<file path="config.mk">
export PLATFORM = sky130hd
export DESIGN_NAME = triangle_assembler
export DESIGN_NICKNAME = d
export VERILOG_FILES = /design/src/rtl/triangle_assembler.sv
export SDC_FILE = /design/constraint.sdc
export NUM_CORES = 1
export LEC_CHECK = 0
export BUFFER_PORTS_ARGS = -buffer_cell sky130_fd_sc_hd__buf_2
export CAP_MARGIN = 25
export CORE_ASPECT_RATIO = 0.75
export CORE_MARGIN = 2
export CORE_UTILIZATION = 55
export DETAILED_ROUTE_END_ITERATION = 10
export PLACE_DENSITY = 0.83
export SYNTH_ARGS = -nofsm -noshare
export SYNTH_HDL_FRONTEND = slang
export SYNTH_SLANG_ARGS = --single-unit
</file>
<file path="constraint.sdc">
create_clock -name clk -period 11.92 [get_ports clk]
set_input_delay 1.192 -clock clk [delete_from_list [all_inputs] [get_ports clk]]
set_output_delay 1.192 -clock clk [all_outputs]
set_load 0.05 [all_outputs]
</file>
<file path="src/rtl/triangle_assembler.sv">
// Triangle assembler: collects three consecutive vertices (first one flagged by
// new_triangle) into a triangle and queues it in a first-word-fall-through FIFO.
//
// Ports:
//   clk, rst           : clock, synchronous active-high reset
//   vertex[47:0]       : {x, y, z} signed 16-bit each, passed through untouched
//   color[15:0]        : face color, sampled with the first vertex
//   new_triangle       : marks the first vertex; vertices 2 and 3 follow back-to-back
//   tri_v0/v1/v2       : head-of-FIFO vertices in arrival order (0 when empty)
//   tri_color          : head-of-FIFO color (0 when empty)
//   tri_valid          : head entry present
//   tri_ready          : consumer accepts head; pop on tri_valid && tri_ready
//   fifo_count         : occupied FIFO entries
//   busy               : collection in progress or FIFO not empty
//   drop_count         : triangles lost to a full FIFO (saturating)
//   abort_count        : partial triangles discarded (saturating)
module triangle_assembler #(
  parameter int FIFO_DEPTH = 4
) (
  input  logic                          clk,
  input  logic                          rst,
  input  logic [47:0]                   vertex,
  input  logic [15:0]                   color,
  input  logic                          new_triangle,
  output logic [47:0]                   tri_v0,
  output logic [47:0]                   tri_v1,
  output logic [47:0]                   tri_v2,
  output logic [15:0]                   tri_color,
  output logic                          tri_valid,
  input  logic                          tri_ready,
  output logic [$clog2(FIFO_DEPTH):0]   fifo_count,
  output logic                          busy,
  output logic [7:0]                    drop_count,
  output logic [7:0]                    abort_count
);

  localparam int AW = $clog2(FIFO_DEPTH);
  localparam int CW = AW + 1;

  typedef enum logic [1:0] {IDLE, GOT1, GOT2} state_e;

  state_e state_q, state_d;

  logic          latch_v0, latch_v1, push_req, abort;
  logic [47:0]   v0_q, v1_q;
  logic [15:0]   color_q;

  logic [159:0]  mem_q [FIFO_DEPTH];
  logic [AW-1:0] wr_ptr_q, rd_ptr_q;
  logic [CW-1:0] count_q, count_d;
  logic [7:0]    drop_q, abort_q;
  logic          full, do_push, do_pop, drop;
  logic [159:0]  head;

  // ---------------- collect FSM ----------------
  always_ff @(posedge clk) begin
    if (rst) state_q <= IDLE;
    else     state_q <= state_d;
  end

  always_comb begin
    state_d = state_q;
    case (state_q)
      IDLE:    if (new_triangle) state_d = GOT1;
      GOT1:    state_d = new_triangle ? GOT1 : GOT2;
      GOT2:    state_d = new_triangle ? GOT1 : IDLE;
      default: state_d = IDLE;
    endcase
  end

  always_comb begin
    latch_v0 = new_triangle;
    latch_v1 = (state_q == GOT1) && !new_triangle;
    push_req = (state_q == GOT2) && !new_triangle;
    abort    = (state_q != IDLE) && new_triangle;
  end

  // ---------------- staging registers ----------------
  always_ff @(posedge clk) begin
    if (rst) begin
      v0_q    <= '0;
      v1_q    <= '0;
      color_q <= '0;
    end else begin
      if (latch_v0) begin
        v0_q    <= vertex;
        color_q <= color;
      end
      if (latch_v1) v1_q <= vertex;
    end
  end

  // ---------------- FIFO ----------------
  assign full    = (count_q == CW'(FIFO_DEPTH));
  assign do_pop  = tri_valid && tri_ready;
  // A pop in the same cycle frees the slot, so a push into a full FIFO still lands.
  assign do_push = push_req && (!full || do_pop);
  assign drop    = push_req && full && !do_pop;

  always_comb begin
    count_d = count_q;
    if (do_push && !do_pop)      count_d = count_q + 1'b1;
    else if (do_pop && !do_push) count_d = count_q - 1'b1;
  end

  always_ff @(posedge clk) begin
    if (do_push) mem_q[wr_ptr_q] <= {v0_q, v1_q, vertex, color_q};
  end

  always_ff @(posedge clk) begin
    if (rst) begin
      wr_ptr_q <= '0;
      rd_ptr_q <= '0;
      count_q  <= '0;
      drop_q   <= '0;
      abort_q  <= '0;
    end else begin
      if (do_push) wr_ptr_q <= wr_ptr_q + 1'b1;
      if (do_pop)  rd_ptr_q <= rd_ptr_q + 1'b1;
      count_q <= count_d;
      if (drop && drop_q != '1)   drop_q  <= drop_q + 1'b1;
      if (abort && abort_q != '1) abort_q <= abort_q + 1'b1;
    end
  end

  // ---------------- outputs ----------------
  assign head        = mem_q[rd_ptr_q];
  assign tri_valid   = (count_q != '0);
  assign tri_v0      = tri_valid ? head[159:112] : '0;
  assign tri_v1      = tri_valid ? head[111:64]  : '0;
  assign tri_v2      = tri_valid ? head[63:16]   : '0;
  assign tri_color   = tri_valid ? head[15:0]    : '0;
  assign fifo_count  = count_q;
  assign busy        = (state_q != IDLE) || (count_q != '0);
  assign drop_count  = drop_q;
  assign abort_count = abort_q;

endmodule

</file>
## Word level (Yosys, flattened, before mapping)

Memories as Yosys holds them, arrays and structs flattened. A register that Yosys moved wholly into a read port is not among the register bits.
Index checks and enable logic that the tools add are counted.

- Register bits after elaboration: 137
- RAM bits: 640
- Input port bits: 68
- Output and inout bits: 181
- Logic and storage cells: 57
- Memories kept: 1

Memory list:

| memory | words | width | rd ports | clocked after Yosys merged registers in | write ports | line | RTL |
|---|---|---|---|---|---|---|---|
| mem_q | 4 | 160 | 1 | 1 | 1 | 48 | `logic [159:0] mem_q [FIFO_DEPTH];` |

- Add/subtract/negate cells: 6
- Equality and inequality tests: 6
- Mux-type cells: 14
- Reduce and logical (&&, ||, !) cells: 21

Operators with widths:

| kind | number |
|---|---|
| $mux W48 | 3 |
| $add A8 B1 Y8 const B | 2 |
| $mux W16 | 1 |
| $ne A8 B8 Y1 const B | 2 |
| $logic_and A1 B1 Y1 | 11 |
| $mux W2 | 4 |
| $mux W3 | 2 |
| $pmux W2 S3 | 1 |
| $add A2 B1 Y2 const B | 2 |
| $logic_not A1 Y1 | 4 |
| $reduce_bool A2 Y1 | 2 |
| $add A3 B1 Y3 const B | 1 |
| $eq A3 B3 Y1 const B | 1 |
| $mux W1 | 3 |
| $reduce_bool A3 Y1 | 1 |
| $sub A3 B1 Y3 const B | 1 |
| $eq A2 B1 Y1 const B | 1 |
| $eq A2 B2 Y1 const B | 1 |
| $logic_not A2 Y1 | 1 |
| $logic_or A1 B1 Y1 | 2 |
| $ne A2 B2 Y1 const B | 1 |

## Depth between registers and ports, before layout

- Depth in word-level cells: 8
- Gate-level depth with buffers: 10

## Worst setup path before layout

OpenSTA, ideal clock, no wires.

- Kind: input to register
- Start: in new_triangle
- End: mem mem_q[0][0], enable pin
- Arrival time: 5.743 ns
- Path slack: 5.637 ns
- Stages on the path: 5
- Path buffers: 2
- Cell sequence: clkbuf_1 > nor3b_2 > nor2b_1 > clkbuf_1 > and2_1

- Cells in the longest elaborated chain, start to end: 5

Ends and longest elaborated chain:

| item | line | RTL |
|---|---|---|
| from (decl) | 24 | `input logic new_triangle,` |
| $logic_not A1 Y1 | 74 | `push_req = (state_q == GOT2) && !new_triangle;` |
| $logic_and A1 B1 Y1 | 74 |  |
| $logic_and A1 B1 Y1 | 97 | `assign do_push = push_req && (!full \|\| do_pop);` |
| via do_push | 52 | `logic full, do_push, do_pop, drop;` |
| $mux W1 | 107 | `if (do_push) mem_q[wr_ptr_q] <= {v0_q, v1_q, vertex, color_q};` |
| $mux W1 (implied by the code) | 107 |  |
| to (decl) | 48 |  |

The timed path passes the listed nets, and every way through them passes these cells.

==> results by group <==
Timing
  • Min Tclk post-route: 5.23 ns
  • Clock skew: 0.0280 ns
  • Hold Vio Cnt, Final: 0
  • Setup violations, final: 0
  • Worst Hold Slack: 0.492 ns
  • Max frequency: 0.191 GHz
  • Slew Viols, Final: 0
  • Worst slew pin tran: 0.992 ns
  • Relative slew margins: 0.339
  • RSZ-0062 raised after global routing: false
  • Crit share post-route: 0.439
  • Setup_tns: 0 ns

Power and ir drop
  • P_sw: 0.00278 W
  • Sequential fraction of design power: 0.392
  • Combinational group share of total power: 0.313
  • Net Sw Frac: 0.358
  • Clock Power Share: 0.295
  • Internal power: 0.00498 W
  • P per Cell Area: 231 mW/mm²
  • Total power: 0.00776 W
  • LEAKAGE: 11.6 nW
  • Maximum vdd drop: 0.000165 V

Final layout
  • Cell area after layout: 0.0336 mm²
  • Synth-to-layout area growth: 14.8%
  • Fillers: 3,594
  • Most frequent cells in the layout: edfxtp_1 (640), buf_2 (246), mux4_2 (160), and2_1 (160), dfxtp_1 (137)
  • Nets: 1,902
  • Final core utilization: 0.636
  • Share of cells above drive strength 1: 0.288
  • Leading cell type in the layout, fill and taps excluded: edfxtp_1

Setup path
  • Crit-path cells: buf_4 -> buf_4 -> mux4_2 -> and2_1 -> buf_2
  • Worst path bufs/invs: 3
  • Crit path DAT: 4.04 ns
  • Slowest Stage Delay on Critical Path: 0.85 ns
  • Kind of critical path: reg -> out
  • Largest delay share family, worst path: buffers and inverters
  • Worst Path Max Fanout: 46
  • Reg2reg start: state_q[1]$_SDFFE_PP0P_
  • Critical Path RT: 10.73 ns
  • Crit path top cell by count: buf_4
  • Crit. End Element: output pin
  • CP Launch Type: flop
  • CP max-delay cell: buf_4

Global routing
  • Vias in the first global route: 15,500
  • Global Route Usage Sum: 0.224
  • Initial antenna violation count: 3
  • Total grt overflow: 0
  • Largest net degree at the start of global routing: 94
  • First-pass GRT wire length: 92,600 µm

Floorplan
  • Die X: 270 µm
  • Core area: 0.0528 mm²
  • Die height: 204 µm
  • FP Rows: 73
  • DIE AREA: 0.0550 mm²
  • Initial Util: 0.554
  • Io pins: 249

Flow run
  • Max Cap Viol: 0

Placement
  • Cell Area, Placed: 0.0312 mm²
  • Final HPWL DP: 35,100 µm
  • IO Port Bufs: 248
  • Gpl congestion: 0.763

Routing
  • Final wirelength: 61,200 µm
  • Drt pass-1 iters: 5
  • Vias per cell: 5.82
  • Post-route DRC violation count: 0
  • Drt first-iter violations: 1,417
  • Vias: 15,100
  • Routed Antenna Nets: 0
  • Drt wl/cell: 23.6 µm

Logic synthesis
  • EDFF count, synth: 640
  • Mapped Cells: 1,572
  • Register area share after synthesis: 0.753
  • Syn Std Cell Area: 0.0292 mm²
  • Mapped Avg Cell Area: 18.6 µm²
  • Post-synthesis cell type count: 40
  • Ys async rst share: 0
  • Post-Syn Nets: 1,648
  • Synth Flop Type: edfxtp_1
  • Ys Warns: 0
  • Flops & latches, synth: 779

Status
  • Status: finished, final reports clean

Clock network
  • Root Buffer Master: clkbuf_16
  • CTS tree: built
  • # H-tree levels: 3
  • Clock slew at reported path FFs: 0.06 ns
  • Clock Sinks: 779
  • Cts hold-fix bufs: 0
  • Number of gates resized after CTS: 0
  • Cts bufs inserted: 72
  • Clock Latency Late Sink: 0.61 ns
  • CTS max path bufs: 3
  • Postcts setup bufs: 0

Min path
  • Hold Startpoint: v0_q[26]$_SDFFE_PP0P_
  • Worst hold-check path type: reg -> reg
power groups by stage:
stage / sequential, W / combinational (W) / clock (W)
4_1_cts: 0.00304 / 0.00245 / 0.00233
5_1_grt: 0.00305 / 0.00256 / 0.00242
3_3_place_gp: 0.00310 / 0.00243 / 0
2_1_floorplan: 0.00307 / 0.00188 / 0
3_5_place_dp: 0.00310 / 0.00244 / 0
6_report: 0.00304 / 0.00243 / 0.00229
path summary, 6_finish.rpt:
| path | endpoint | slack (ns) | depth (start not counted) |
|---|---|---|---|
| setup reg to reg | mem_q[1][159]$_DFFE_PP_ | 8.25 | 4 |
| setup / recovery | tri_v1[12] | 6.69 | 5 |
| hold / removal | mem_q[1][138]$_DFFE_PP_ | 0.49 | 0 |
| hold reg to reg | mem_q[1][138]$_DFFE_PP_ | 0.49 | 0 |
layer usage:
layer	wire length (µm)	GRT usage	vias to the layer above
met2	29700	0.358	577
met5	13	0	-
met1	25700	0.317	7896
met3	4890	0.0546	70
li1	-	-	6570
met4	806	0.0483	2
cell families (layout without fill, tap and decap cells):
kind of cell	after synthesis	after routing	synth area share
muxes	230	230	0.147
buffers and inverters	95	407	0.0140
DFF	779	779	0.753
other	0	1	0
and+or+nand+nor	379	379	0.0659
xor gates and xnor gates	9	9	0.00270
AOI/OAI and AO/OA	72	72	0.0138
adders and majority gates	8	8	0.00368
stage by stage:
step,setup slack [ns],instances
after floorplan,5.64,1572
after global placement,7.16,2462
after detailed placement,7.15,2463
after CTS,6.48,2595
after global routing,6.27,2596
final,6.69,2597
Yosys cell counts (2+ instances only):
cell type	instances	area share
a21oi_1	54	0.0092
a311oi_1	2	0.00060
and2_1	165	0.035
buf_1	10	0.0013
buf_2	13	0.0022
buf_4	10	0.0026
clkbuf_1	55	0.0071
dfxtp_1	139	0.095
edfxtp_1	640	0.66
ha_1	7	0.0030
inv_1	7	0.00090
mux2i_1	70	0.024
mux4_2	160	0.12
nand2_1	104	0.013
nand3_1	5	0.00086
nand4_1	4	0.00086
nor2_1	81	0.010
nor2b_1	2	0.00043
nor3_1	5	0.00086
o21a_1	2	0.00051
o21ai_0	7	0.0012
or3_1	5	0.0011
xor2_1	8	0.0024
registers in the layout (all words and copies together) (netlist names), named ones only:
signal and cells:
mem_q 640, color_q 16, v1_q 48, fifo_count 3
abort_count 8, wr_ptr_q 2, rd_ptr_q 2, v0_q 48
state_q 2, drop_count 8
layout make-up:
class	count	area, µm²	share of cell area
diodes	1	2.50	0.0000746
clock buffers	109	2070	0.0618
clock inverters	23	278	0.00828
inverters	7	26.3	0.000783
multi-input cells	698	6840	0.204
flip-flops and latches	779	22000	0.656
well taps	712	891	0.0265
repair buffers	268	1440	0.0428
Note: power is estimated with default switching activity, not from simulation.
